### config.mk
export PLATFORM = sky130hd
export DESIGN_NAME = ghost_move_sched
export DESIGN_NICKNAME = d
export VERILOG_FILES = /design/src/rtl/ghost_pkg.sv /design/src/rtl/ghost_lfsr.sv /design/src/rtl/ghost_move_sched.sv
export SDC_FILE = /design/constraint.sdc
export NUM_CORES = 1
export LEC_CHECK = 0
export ABC_AREA = 1
export BUFFER_PORTS_ARGS = -buffer_cell sky130_fd_sc_hd__buf_2
export CAP_MARGIN = 0
export CORE_MARGIN = 2
export CORE_UTILIZATION = 56
export DETAILED_ROUTE_END_ITERATION = 7
export PLACE_DENSITY = 0.81
export SLEW_MARGIN = 20
export SYNTH_ARGS = -nofsm -noshare
export SYNTH_HDL_FRONTEND = slang
export SYNTH_SLANG_ARGS = --single-unit
### constraint.sdc
create_clock -name clk -period 4.1 [get_ports clk]
set_input_delay 0.82 -clock clk [delete_from_list [all_inputs] [get_ports clk]]
set_output_delay 0.82 -clock clk [all_outputs]
set_load 0.005 [all_outputs]
### src/rtl/ghost_pkg.sv
// Shared constants for the ghost movement scheduler: field widths, direction codes,
// LFSR seed/taps and the scheduler state type.
package ghost_pkg;

  localparam int X_W = 10;
  localparam int Y_W = 9;

  localparam logic [1:0] DIR_UP    = 2'b00;
  localparam logic [1:0] DIR_DOWN  = 2'b01;
  localparam logic [1:0] DIR_LEFT  = 2'b10;
  localparam logic [1:0] DIR_RIGHT = 2'b11;

  localparam logic [7:0] LFSR_SEED = 8'hA5;
  // x^8+x^6+x^5+x^4+1 expressed as a mask over state bits [7:0]
  localparam logic [7:0] LFSR_TAPS = 8'hB8;

  typedef enum logic [1:0] {
    S_IDLE   = 2'd0,
    S_REQ    = 2'd1,
    S_UPDATE = 2'd2
  } sched_state_t;

  function automatic logic [1:0] dir_reverse(input logic [1:0] d);
    return d ^ 2'b01;
  endfunction

endpackage

### src/rtl/ghost_lfsr.sv
// Free-running 8-bit Fibonacci LFSR that supplies random direction re-picks.
module ghost_lfsr
  import ghost_pkg::*;
(
  input  logic       clk,
  input  logic       rst,
  output logic [7:0] lfsr
);

  always_ff @(posedge clk or negedge rst) begin
    if (!rst) lfsr <= LFSR_SEED;
    else      lfsr <= {lfsr[6:0], ^(lfsr & LFSR_TAPS)};
  end

endmodule

### src/rtl/ghost_move_sched.sv
// Time-multiplexed ghost movement controller sharing one wall-collision checker.
// Optional GHOST_SCHED_NO_REVERSE_EN: re-picks avoid reversing the ghost's entry direction.
module ghost_move_sched
  import ghost_pkg::*;
#(
  parameter int N_GHOST   = 4,
  parameter int MAX_RETRY = 3,
  parameter int X0        = 200,
  parameter int Y0        = 146
) (
  input  logic                   clk,
  input  logic                   rst,
  input  logic                   step,
  output logic                   chk_req,
  output logic [X_W-1:0]         chk_x,
  output logic [Y_W-1:0]         chk_y,
  output logic [1:0]             chk_dir,
  input  logic                   chk_ack,
  input  logic                   chk_free,
  output logic [N_GHOST*X_W-1:0] ghost_x,
  output logic [N_GHOST*Y_W-1:0] ghost_y,
  output logic [N_GHOST*2-1:0]   ghost_dir,
  output logic                   busy,
  output logic                   done,
  output logic                   overrun
);

  localparam int IW = (N_GHOST > 1) ? $clog2(N_GHOST) : 1;
  localparam int RW = (MAX_RETRY > 0) ? $clog2(MAX_RETRY + 1) : 1;
  localparam logic [IW-1:0] LAST_IDX  = IW'(N_GHOST - 1);
  localparam logic [RW-1:0] RETRY_LIM = RW'(MAX_RETRY);

  sched_state_t  state, state_d;
  logic [IW-1:0] idx, nxt_idx;
  logic [RW-1:0] rcnt;
  logic          free_q;
  logic          start, retry, adv, move_en, turn_en;

  logic [X_W-1:0] gx [N_GHOST];
  logic [Y_W-1:0] gy [N_GHOST];
  logic [1:0]     gd [N_GHOST];

  logic [X_W-1:0] cur_x, mv_x;
  logic [Y_W-1:0] cur_y, mv_y;
  logic [1:0]     cur_d, skip_pick, new_pick;
  logic [7:0]     lfsr;
  logic [1:0]     lfsr_c;
  logic [5:0]     lfsr_unused;

  function automatic logic [1:0] skip_blocked(input logic [1:0] c, input logic [1:0] blk);
    return (c == blk) ? c + 2'd1 : c;
  endfunction

  ghost_lfsr u_lfsr (
    .clk  (clk),
    .rst  (rst),
    .lfsr (lfsr)
  );

  assign {lfsr_unused, lfsr_c} = lfsr;

  assign cur_x     = gx[idx];
  assign cur_y     = gy[idx];
  assign cur_d     = gd[idx];
  assign nxt_idx   = idx + 1'b1;
  assign skip_pick = skip_blocked(lfsr_c, cur_d);

`ifdef GHOST_SCHED_NO_REVERSE_EN
  logic [1:0] entry_dir;

  // Direction each ghost had when its turn began; re-picks must not reverse it
  always_ff @(posedge clk or negedge rst) begin
    if (!rst)       entry_dir <= DIR_UP;
    else if (start) entry_dir <= gd[0];
    else if (adv)   entry_dir <= gd[nxt_idx];
  end

  assign new_pick = (skip_pick == dir_reverse(entry_dir)) ?
                    skip_blocked(skip_pick + 2'd1, cur_d) : skip_pick;
`else
  assign new_pick = skip_pick;
`endif

  always_comb begin
    mv_x = cur_x;
    mv_y = cur_y;
    case (cur_d)
      DIR_UP:    mv_y = cur_y - Y_W'(1);
      DIR_DOWN:  mv_y = cur_y + Y_W'(1);
      DIR_LEFT:  mv_x = cur_x - X_W'(1);
      default:   mv_x = cur_x + X_W'(1);
    endcase
  end

  always_comb begin
    state_d = state;
    start   = 1'b0;
    retry   = 1'b0;
    adv     = 1'b0;
    done    = 1'b0;
    move_en = 1'b0;
    turn_en = 1'b0;
    case (state)
      S_IDLE: begin
        if (step) begin
          start   = 1'b1;
          state_d = S_REQ;
        end
      end
      S_REQ: begin
        if (chk_ack) state_d = S_UPDATE;
      end
      S_UPDATE: begin
        move_en = free_q;
        turn_en = !free_q;
        if (!free_q && (rcnt != RETRY_LIM)) begin
          retry   = 1'b1;
          state_d = S_REQ;
        end else if (idx != LAST_IDX) begin
          adv     = 1'b1;
          state_d = S_REQ;
        end else begin
          done    = 1'b1;
          state_d = S_IDLE;
        end
      end
      default: state_d = S_IDLE;
    endcase
  end

  always_ff @(posedge clk or negedge rst) begin
    if (!rst) begin
      state   <= S_IDLE;
      idx     <= '0;
      rcnt    <= '0;
      free_q  <= 1'b0;
      overrun <= 1'b0;
    end else begin
      state <= state_d;
      if (start || adv) begin
        idx  <= start ? '0 : nxt_idx;
        rcnt <= '0;
      end else if (retry) begin
        rcnt <= rcnt + 1'b1;
      end
      if (state == S_REQ && chk_ack) free_q <= chk_free;
      if (step && state != S_IDLE)   overrun <= 1'b1;
    end
  end

  // Only the ghost under service changes, on the edge that ends its UPDATE cycle
  always_ff @(posedge clk or negedge rst) begin
    if (!rst) begin
      for (int i = 0; i < N_GHOST; i++) begin
        gx[i] <= X_W'(X0 + 16 * i);
        gy[i] <= Y_W'(Y0);
        gd[i] <= DIR_UP;
      end
    end else if (move_en) begin
      gx[idx] <= mv_x;
      gy[idx] <= mv_y;
    end else if (turn_en) begin
      gd[idx] <= new_pick;
    end
  end

  for (genvar g = 0; g < N_GHOST; g++) begin : g_pack
    assign ghost_x[g*X_W +: X_W] = gx[g];
    assign ghost_y[g*Y_W +: Y_W] = gy[g];
    assign ghost_dir[g*2 +: 2]   = gd[g];
  end

  assign chk_req = (state == S_REQ);
  assign chk_x   = cur_x;
  assign chk_y   = cur_y;
  assign chk_dir = cur_d;
  assign busy    = (state != S_IDLE);

endmodule
==> flow_summary.yaml, run 1 <==
cts:
  path_clk_slew_ps: 90
  cts_buffer_depth: 2
  cts_setup_buffers: 0
  htree_levels: 3
  numCtsBuffers: 9
  holdBufCountCts: 0
  cts.sinks: 100
  cts-root-buf: "clkbuf_8"
  cts_tree: "yes"
  cts_resized: 0
  clk_latency_ps: 380
layout:
  fin_nets: 860
  fill_cells: 857
  final_cell_mix: "nand2_1 (217), buf_2 (112), inv_1 (69), dfrtp_1 (68), o21ai_0 (67)"
  layout_commonest_cell: "nand2_1"
  finish.utilization: 0.643
  drive_above_1_share: 0.280
  antennaDiodeCount: 0
  area_growth_pct: 13.3
setup_path:
  cp_max_fo: 27
  path_buf_inv: 2
  r2r_cells: 18
  path_cells: "inv_2 -> nand3_2 -> nand2_4 -> nor2_1 -> inv_1 -> ha_1 -> a21oi_1 -> nand2_1 -> nand2_1 -> nand2_1 -> a21oi_1 -> nor2_1 -> o21ai_0 -> nand2_1 -> nand2_1 -> nand4_1 -> nand3_1 -> nand2_1"
  criticalPathCategory: "flip-flop to flip-flop"
  rr_endpoint: "ghost_y[8]"
  setup.worst_path.end_class: "flip-flop"
  critPathMaxStageDelay_ps: 590
  critPathSlowestCell: "dfrtp_1"
  crit_family: "simple AND/OR/NAND/NOR gates"
  r2r_setup_slack_ps: 500
  cp_data_required_time_ps: 4370
  rr_startpoint: "idx[1]"
  startpoint_type: "flip-flop"
  crit_arrival_ps: 3860
  path_common_cell: "nand2_1"
yosys:
  synth_cell_types: 41
  ys.flop_type: "dfrtp_1"
  async_flop_share: 1.00
  postSynthAreaPerCell_um2: 7.81
  syn_area_um2: 5780
  yosysWarnings: 0
  synth_nets: 760
  seq_area_frac_synth: 0.440
  postSynthCellCount: 741
  synth_edf_count: 0
  ys_seq_elements: 100
sta:
  period_minus_slack_ps: 3600
  rsz0062_at_grt: "no"
  worstMarginPinSlew_ps: 1010
  setup_viol: 0
  finalHoldViolations: 0
  layout_setup_ws_ps: 505
  tns_ps: 0
  fin_hold_ws_ps: 368
  clock.fmax_mhz: 278
  clock_skew_ps: 12.9
  maxSlewHeadroom: 0.326
  final_max_slew_viol_count: 0
  period_share: 0.877
routing:
  vias: 5430
  drt_iter0_drc: 357
  vias_per_cell: 5.53
  firstDrtPassIters: 6
  wire_per_inst_um: 15.5
  drc_errors: 0
  ant_nets: 0
  wl_mm: 15.3
grt:
  antenna_found_initial: 0
  overflow: 0
  grt_pass1_vias: 5142
  grt_start_max_net_pins: 78
  grt_first_pass_wirelength_mm: 25.2
  track_usage: 0.283
die:
  dieArea_um2: 11200
  dieHeight_um: 106
  start_util: 0.568
  core_area_um2: 10200
  io-pin-count: 114
  die_x_um: 106
  row_count: 37
worst_hold_path:
  min_to: "u_lfsr.lfsr[7]"
  hp-class: "flip-flop to flip-flop"
  whs_path_depth: 0
  hold_start: "u_lfsr.lfsr[6]"
placement:
  dp_slack_ps: 619
  routabilityCongestion: 0.959
  portBuffers: 113
  place_hpwl_mm: 10.9
outcome:
  status: "finished, final reports clean"
pwr:
  irDropWorstVdd_mv: 0.508
  leakagePower_nw: 3.46
  power_density_nw_per_um2: 851
flow_run:
  cap_violations: 0
==> kinds of logic (layout without fill, tap and decap cells) <==
group / Yosys count / after routing / synth area share
DFF: 100 / 100 / 0.440
and+or+nand+nor: 383 / 383 / 0.298
AOI/OAI and AO/OA: 116 / 116 / 0.116
xor gates and xnor gates: 15 / 15 / 0.0227
buffers and inverters: 113 / 218 / 0.0921
adders and majority gates: 14 / 14 / 0.0316
==> worst max-delay path by stage <==
| stage | start | end | slack, ps | cells after the start |
|---|---|---|---|---|
| final | idx[1] | ghost_y[8] | 500 | 18 |
| after global placement | idx[1] | ghost_y[17] | 790 | 18 |
| after floorplan | idx[0] | ghost_y[17] | 1120 | 20 |
| after detailed placement | idx[1] | ghost_y[8] | 620 | 18 |
| after CTS | idx[1] | ghost_y[8] | 600 | 18 |
| after global routing | idx[1] | ghost_y[8] | 200 | 18 |
==> synth_stat cells, types with 4 or more instances <==
cell      count  area (um2)
or2_2        15        93.8
nand2_2      19         119
inv_2         9        33.8
inv_1        69         259
nand3_2       9        90.1
dfrtp_1      68        1700
a32oi_1       6        52.6
nand4_1       4        25.0
buf_2         5        25.0
nand2_4       4        45.0
nand3_1      61         305
o21ai_0      67         335
nor2_1       44         165
o21ai_1      14        70.1
dfstp_2      32         841
xnor2_1       7        61.3
clkbuf_1     13        48.8
buf_6        12         135
xor2_1        8        70.1
nand2_1     217         815
nor2_2        5        31.3
ha_1         13         163
a21oi_1      13        65.1
o21ai_2       4        35.0
==> flip-flops by register name, indices dropped and copies added, names as in the netlist <==
| signal | flops |
|---|---|
| u_lfsr.lfsr | 8 |
| ghost_x | 40 |
| idx | 2 |
| state | 2 |
| overrun | 1 |
| free_q | 1 |
| rcnt | 2 |
| ghost_y | 36 |
| ghost_dir | 8 |
==> area by class of cell <==
type	instances	area, um2	area share
clock inverter	6	65.1	0.00993
inverter	80	302	0.0460
clock buffer	10	128	0.0195
timing repair buffer	122	636	0.0970
multi-input combinational	528	2710	0.413
tap	136	170	0.0260
sequential	100	2540	0.388
==> metrics by stage <==
stage / cell area (um2) / instances / power [mW]
global placement: 6360 / 966 / 4.74
floorplan: 5780 / 741 / 3.96
detailed placement: 6360 / 966 / 4.88
global route: 6550 / 982 / 6.08
finish: 6550 / 982 / 5.57
CTS: 6550 / 982 / 5.53
==> power breakdown <==
part           switching (mW)  total (mW)  internal, mW
registers               0.198        1.45          1.26
logic                    2.26        3.48          1.22
clock network           0.353       0.634         0.281
total                    2.81        5.57          2.76
==> routing by layer <==
metal  routed length (um)  vias to the layer above  GRT usage  part of all wire
met5                    0                        -          0                 0
li1                     -                     2569          -                 -
met2                 7230                      264      0.457              0.47
met4                  306                        0     0.0893             0.020
met1                 6390                     2562      0.378              0.42
met3                 1340                       35     0.0686             0.088
No activity file was read; power rests on OpenSTA's default activity.
==> run 2, diff against run 1 <==
- CORE_UTILIZATION: 56 -> 58
- CTS_BUF_LIST: default -> sky130_fd_sc_hd__clkbuf_8
- GPL_ROUTABILITY_DRIVEN: default -> 0
- PLACE_DENSITY: 0.81 -> 0.83
==> flow_summary.yaml, run 2 (synthesis gave the netlist of run 1 again) <==
cts:
  cts-root-buf: "clkbuf_8"
  clk_latency_ps: 390
  cts_setup_buffers: 0
  path_clk_slew_ps: 90
  holdBufCountCts: 0
  htree_levels: 3
  cts_buffer_depth: 2
  cts_resized: 0
  cts.sinks: 100
  numCtsBuffers: 9
  cts_tree: "yes"
sta:
  clock.fmax_mhz: 274
  tns_ps: 0
  maxSlewHeadroom: 0.342
  worstMarginPinSlew_ps: 986
  finalHoldViolations: 0
  final_max_slew_viol_count: 0
  period_share: 0.891
  setup_viol: 0
  clock_skew_ps: 6.31
  period_minus_slack_ps: 3650
  rsz0062_at_grt: "no"
die:
  dieHeight_um: 104
  row_count: 36
  core_area_um2: 9730
  io-pin-count: 114
  start_util: 0.595
  die_x_um: 104
  dieArea_um2: 10800
placement:
  portBuffers: 113
  place_hpwl_mm: 10.7
  dpl_cell_area_um2: 6340
setup_path:
  cp_max_fo: 32
  rr_endpoint: "ghost_y[35]"
  crit_arrival_ps: 3930
  setup.worst_path.end_class: "flip-flop"
  r2r_cells: 19
  critPathMaxStageDelay_ps: 410
  r2r_setup_slack_ps: 450
  criticalPathCategory: "flip-flop to flip-flop"
  path_cells: "buf_4 -> nand2_1 -> nand3_2 -> nand2_4 -> nor2_1 -> inv_1 -> ha_1 -> a21oi_1 -> nand2_1 -> nand2_1 -> nand2_1 -> a21oi_1 -> nor2_1 -> o21ai_0 -> nand2_1 -> nand2_1 -> nand4_1 -> nand3_1 -> nand2_1"
  cp_data_required_time_ps: 4380
  startpoint_type: "flip-flop"
  rr_startpoint: "idx[0]"
  critPathSlowestCell: "dfrtp_1"
  path_common_cell: "nand2_1"
outcome:
  status: "finished, final reports clean"
routing:
  firstDrtPassIters: 5
  ant_nets: 0
  drt_iter0_drc: 391
  vias: 5428
  wire_per_inst_um: 15.7
  vias_per_cell: 5.56
  drc_errors: 0
  wl_mm: 15.3
grt:
  grt_first_pass_wirelength_mm: 25.3
  overflow: 0
  grt_pass1_vias: 5391
  track_usage: 0.288
  antenna_found_initial: 0
  grt_start_max_net_pins: 72
layout:
  fin_nets: 858
  final_cell_mix: "nand2_1 (217), buf_2 (112), inv_1 (72), dfrtp_1 (68), o21ai_0 (67)"
  fin_area_um2: 6540
  drive_above_1_share: 0.276
  largest_reg_flops: 40
  register_area_um2: 2540
  fill_cells: 833
  area_growth_pct: 13.0
  layout_commonest_cell: "nand2_1"
  multi_input_area_um2: 2710
  finish.utilization: 0.672
  antennaDiodeCount: 0
pwr:
  irDropWorstVdd_mv: 0.476
  p_int_mw: 2.78
  pwr-share-seq: 0.260
  leakagePower_nw: 3.48
  power_density_nw_per_um2: 854
  swShare: 0.501
  p_switching_mw: 2.80
  pwr-share-comb: 0.623
  clock_power_share: 0.117
worst_hold_path:
  whs_path_depth: 0
  hold_start: "u_lfsr.lfsr[6]"
  hp-class: "flip-flop to flip-flop"
  min_to: "u_lfsr.lfsr[7]"
flow_run:
  cap_violations: 0
==> run 2: cell count changes in the layout (fill, tap and decap cells not counted) <==
| cell | change |
|---|---|
| clkbuf_8 | +2 |
| clkinvlp_4 | -4 |
| clkbuf_1 | -1 |
| buf_4 | -2 |
| inv_1 | +3 |
==> run 2: per-stage QoR <==
| step | power, mW | hold slack, ps | setup slack (ps) | cells |
|---|---|---|---|---|
| 6_report | 5.58 | 365 | 445 | 977 |
| 5_1_grt | 6.08 | 373 | 189 | 977 |
| 4_1_cts | 5.54 | 367 | 488 | 977 |
| 3_5_place_dp | 4.87 | 346 | 535 | 961 |
| 3_3_place_gp | 4.71 | 336 | 799 | 961 |
| 2_1_floorplan | 3.96 | 333 | 1120 | 741 |
==> run 2: how the worst max path moves through the flow <==
stage | slack (ps) | end | from
global route | 190 | ghost_y[26] | idx[0]
CTS | 490 | ghost_y[35] | idx[0]
finish | 450 | ghost_y[35] | idx[0]
detailed placement | 540 | ghost_y[35] | idx[0]
global placement | 800 | ghost_y[26] | idx[0]
floorplan | 1120 | ghost_y[17] | idx[0]
==> run 2: cell type report <==
type / count / area share
clock inverters: 5 / 0.00708
flip-flops and latches: 100 / 0.389
well taps: 133 / 0.0255
inverters: 80 / 0.0461
multi-input cells: 528 / 0.414
repair buffers: 120 / 0.0949
clock buffers: 11 / 0.0232
==> run 2: power groups by stage <==
stage	Combinational, mW	Sequential [mW]	Clock (mW)
3_5_place_dp	3.41	1.46	0
3_3_place_gp	3.25	1.45	0
2_1_floorplan	2.52	1.44	0
5_1_grt	3.90	1.48	0.694
4_1_cts	3.44	1.45	0.652
6_report	3.48	1.45	0.655
==> run 2: worst max-delay path, delay by kind of cell (launching register included) <==
kind,cells,cell delay [ps]
AOI/OAI and AO/OA,3,590
adders and majority gates,1,370
buffers and inverters,2,520
DFF,1,410
and+or+nand+nor,13,1640
==> run 2: routing by layer <==
layer  routed length, um  track usage
met1                6320        0.374
met2                7240        0.475
met3                1310       0.0376
met4                 422        0.148
met5                   0            0
